===== config.mk =====
export PLATFORM = sky130hd
export DESIGN_NAME = sr_latch_bank
export DESIGN_NICKNAME = d
export VERILOG_FILES = /design/src/rtl/sr_latch_bank.sv
export SDC_FILE = /design/constraint.sdc
export NUM_CORES = 1
export LEC_CHECK = 0
export ABC_AREA = 0
export CAP_MARGIN = 10
export CORE_AREA = 2 2 39 41
export CTS_BUF_LIST = sky130_fd_sc_hd__clkbuf_8
export DETAILED_ROUTE_END_ITERATION = 8
export DIE_AREA = 0 0 41 43
export PLACE_DENSITY = 0.82
export SLEW_MARGIN = 25
export SYNTH_ARGS = -nofsm -noshare
export SYNTH_HDL_FRONTEND = slang
export SYNTH_SLANG_ARGS = --single-unit

===== constraint.sdc =====
create_clock -name clk -period 0.95 [get_ports clk]
set_clock_uncertainty 0.15 [all_clocks]
set_input_delay 0.19 -clock clk [delete_from_list [all_inputs] [get_ports clk]]
set_output_delay 0.19 -clock clk [all_outputs]
set_load 0.005 [all_outputs]

===== src/rtl/sr_latch_bank.sv =====
// Bank of CHANNELS clocked set/reset latches with configurable S=R=1 resolution.
// Optional minimum-hold timer per channel is compiled in with SR_LATCH_BANK_HOLD_EN.
module sr_latch_bank #(
  parameter int CHANNELS    = 4,
  parameter int MODE        = 0,
  parameter int HOLD_CYCLES = 8
) (
  input  logic                clk,
  input  logic                rst,
  input  logic [CHANNELS-1:0] S,
  input  logic [CHANNELS-1:0] R,
  input  logic [CHANNELS-1:0] clr_conflict,
  output logic [CHANNELS-1:0] Q,
  output logic [CHANNELS-1:0] Qn,
  output logic [CHANNELS-1:0] conflict,
  output logic [CHANNELS-1:0] hold_active
);

  if (MODE < 0 || MODE > 3) begin : g_bad_mode
    $error("sr_latch_bank: MODE must be 0..3");
  end
  if (HOLD_CYCLES < 1) begin : g_bad_hold
    $error("sr_latch_bank: HOLD_CYCLES must be >= 1");
  end
  if (CHANNELS < 1 || CHANNELS > 32) begin : g_bad_channels
    $error("sr_latch_bank: CHANNELS must be 1..32");
  end

  function automatic logic resolve(input logic s, input logic r, input logic q);
    logic nxt;
    nxt = q;
    case ({s, r})
      2'b10: nxt = 1'b1;
      2'b01: nxt = 1'b0;
      2'b11: begin
        case (MODE)
          0:       nxt = 1'b0;
          1:       nxt = 1'b1;
          2:       nxt = q;
          default: nxt = ~q;
        endcase
      end
      default: nxt = q;
    endcase
    return nxt;
  endfunction

  logic [CHANNELS-1:0] req;
  logic [CHANNELS-1:0] upd;
  logic [CHANNELS-1:0] q_next;

  always_comb begin
    req = '0;
    for (int i = 0; i < CHANNELS; i++) begin
      req[i] = resolve(S[i], R[i], Q[i]);
    end
  end

`ifdef SR_LATCH_BANK_HOLD_EN
  localparam int CW = (HOLD_CYCLES > 1) ? $clog2(HOLD_CYCLES) : 1;
  localparam logic [CW-1:0] LOAD = CW'(HOLD_CYCLES - 1);

  logic [CW-1:0] cnt [CHANNELS];

  // Hold counter: a running count blocks updates; a permitted change reloads it.
  always_ff @(posedge clk) begin
    for (int i = 0; i < CHANNELS; i++) begin
      if (rst) begin
        cnt[i] <= '0;
      end else if (cnt[i] != '0) begin
        cnt[i] <= cnt[i] - 1'b1;
      end else if (req[i] != Q[i]) begin
        cnt[i] <= LOAD;
      end
    end
  end

  always_comb begin
    hold_active = '0;
    upd         = '0;
    for (int i = 0; i < CHANNELS; i++) begin
      hold_active[i] = (cnt[i] != '0);
      upd[i]         = (cnt[i] == '0) && (req[i] != Q[i]);
    end
  end
`else
  assign hold_active = '0;
  assign upd         = req ^ Q;
`endif

  assign q_next = (Q & ~upd) | (req & upd);

  always_ff @(posedge clk) begin
    if (rst) begin
      Q        <= '0;
      Qn       <= '1;
      conflict <= '0;
    end else begin
      Q        <= q_next;
      Qn       <= ~q_next;
      // a new S=R=1 event outranks a clear on the same edge
      conflict <= (conflict & ~clr_conflict) | (S & R);
    end
  end

endmodule


Yosys cells after proc, flatten, opt, wreduce, memory -nomap -nowiden --
Cells that the tools add are included.
Storage, ports and cells: register bits after elaboration 12, logic and storage cells 33
Operators by class: equal/unequal tests 12, muxes and demuxes 4, bitwise gates (word level) 10, reduce and logical (&&, ||, !) cells 4
Operator list (count):
- 4-bit bitwise AND | 4
- 2-bit equality test (second input constant) | 8
- 4-bit inverter | 3
- 2-bit by 1-bit equality test with 1-bit output (second input constant) | 4
- 4-bit OR | 2
- 1-bit one-hot mux with 2 select lines | 4
- 2-bit OR reduction | 4
- 4-bit bitwise XOR | 1

Longest topological paths before layout --
depth in word-level cells 8, depth in mapped cells 3, gate-level depth less buffers 2

Worst setup path after synthesis --
OpenSTA, ideal clock, no wires.
path kind register to register, from register with a tool-made name, to register with a tool-made name, data arrival time 475 ps, slack 211 ps, cell stages (with the launch flop) 2, path buffers 0, clock period less this slack 739 ps, cell sequence dfxtp_1 o21a_1

==> results.txt <==
Clock insertion delay at the later pin of the skew report = 0.23 ns
Post-synth top area share = 0.5455
CP Launch Type = flop
I/O Buffers = 25
WP buf/inv = 1
CTS tree = yes
Peak supply drop = 0.7395 mV
Core footprint = 1384 µm²
CTS Sinks = 12
Sequential fraction of the synthesis area = 0.5455
#FFs+latches synth = 12
Worst min path class = in2reg
Vias = 375
Largest net degree at the start of global routing = 7
Avg Vias per Cell = 4.167
Largest stage delay, worst path = 0.32 ns
First drt pass iteration count = 2
Most frequent cells in the layout = 12 x buf_2, 10 x clkdlybuf4s50_1, 8 x dfxtp_2
Cts bufs inserted = 3
Fin worst setup slack = -0.06127 ns
Worst path cell trace = buf_2
Fin crit share = 1.064
Finish-stage setup viols = 12
DP Cell Count = 84
Worst path depth = 1
# diodes = 0
Final #Nets = 90
Fmax achieved = 988.9 MHz
Overflow after GRT = 0
Delay-heaviest family, CP = flip-flops
Critical path fanouts, max = 2
Max Transition Viols Final = 0
Power, Total = 1.150 mW
Most common cell after layout, fill and taps aside = buf_2
Failing checks = setup timing
Layout cells sized above 1 = 0.4459
WS Path Type = reg2out
GP Congestion = 0.5367
Avg WL per Cell = 9.400 µm
R2R setup slack = 0.08 ns
RSZ-0062 raised after global routing = yes
I/O pin total = 30
Post-route DRC = 0
H-Tree Depth = 1
DP HPWL = 643.4 µm
Placed standard-cell area = 715.7 µm²
Area grow syn2layout = 66.48%
Pleak = 0.3361 nW
Max cap viols = 0
Minimum clock period = 1.011 ns
Util after Layout = 0.5298
Mapped Area = 440.4 µm²
Synth Warn # = 0
Crit path required time = 0.61 ns
DIE AREA = 1763 µm²
Cells after synthesis = 42
Initial antenna violation count = 0
Antenna Violating Nets Remaining = 0
Vias in the first global route = 324
Die H = 43 µm
Slowest CP cell = dfxtp_2
Final instance area = 733.2 µm²
Synth area leaders = dfxtp_1 55%, nor2_4 10%, buf_4 6.8%, o21a_1 6.8%, nand2b_1 5.7%
Syn_area_per_cell = 10.49 µm²
Global-route wire length before repair = 1269 µm
Critical Path Sink = Q[2]
Final non-filler cell total = 90
Pwr per Cell Area = 1569 nW/µm²
Final wirelength = 846 µm
CTS root buf = clkbuf_8
Final hold viol count = 0
Longest Clk Path Bufs = 2
Reg clk slew, reported paths = 0.05 ns
Initial Utilization = 0.3183
CP arrival = 0.67 ns
Post-route setup TNS = -0.5210 ns
Leading area contributor after synthesis = dfxtp_1
Iter 0 DRT Violations = 1
Yosys cell types = 10
Crit. End Element = primary output
GR Util All Layers = 0.1120
Rows = 14
Status = finished, violations left
Die width = 41 µm
R2R cell count = 2
-- logic make-up after synthesis --
family,after synthesis,share of synthesized area
DFF,12,0.5455
and+or+nand+nor,12,0.1932
buffers and inverters,5,0.09375
other,1,0.008515
AOI/OAI and AO/OA,12,0.1591
-- where the power goes --
| part | internal, mW | switching, mW |
|---|---|---|
| Combinational | 0.101 | 0.0591 |
| Sequential | 0.533 | 0.00951 |
| Clock | 0.278 | 0.169 |
-- per-stage QoR --
stage | setup WS, ns | hold WS [ns]
floorplan | 0.2110 | 0.1401
global placement | -0.2963 | 0.3041
detailed placement | -0.3202 | 0.3065
CTS | -0.06727 | 0.2829
global route | -0.08248 | 0.1054
finish | -0.06127 | 0.09777
-- routing by layer --
| metal | vias up | share of wire | track usage |
|---|---|---|---|
| met5 | - | 0 | 0 |
| met4 | 0 | 0 | 0.1000 |
| li1 | 195 | - | - |
| met1 | 165 | 0.38 | 0.1209 |
| met2 | 15 | 0.54 | 0.1656 |
| met3 | 0 | 0.087 | 0.03141 |
-- timing repair --
action,4_1_cts,5_1_grt
endpoints found under the setup margin,20,15
hold buffers,0,0
setup buffers,3,0
gates resized for setup,56,2
-- synthesized netlist by cell type --
library cell / count
a21oi_1: 4
buf_4: 4
buf_6: 1
conb_1: 1
dfxtp_1: 12
nand2_1: 4
nand2b_1: 4
nor2_4: 4
o21a_1: 4
o21ai_0: 4
-- worst min-delay path by stage --
stage / start / endpoint / slack [ns] / cells after the start
after CTS: rst / conflict[3] / 0.28 / 3
after floorplan: R[0] / Qn[0] / 0.14 / 2
after global routing: R[1] / Qn[1] / 0.11 / 3
after detailed placement: conflict[2] / conflict[2] / 0.31 / 2
final: R[1] / Qn[1] / 0.1 / 3
after global placement: conflict[1] / conflict[1] / 0.30 / 2
-- final cells by class --
type	instances	area, µm²
clock buffers	3	41.29
flip-flops and latches	12	250.2
repair buffers	31	251.5
well taps	16	20.02
fillers	136	650.6
multi-input cells	28	170.2
(Power assumes the default switching activity.)
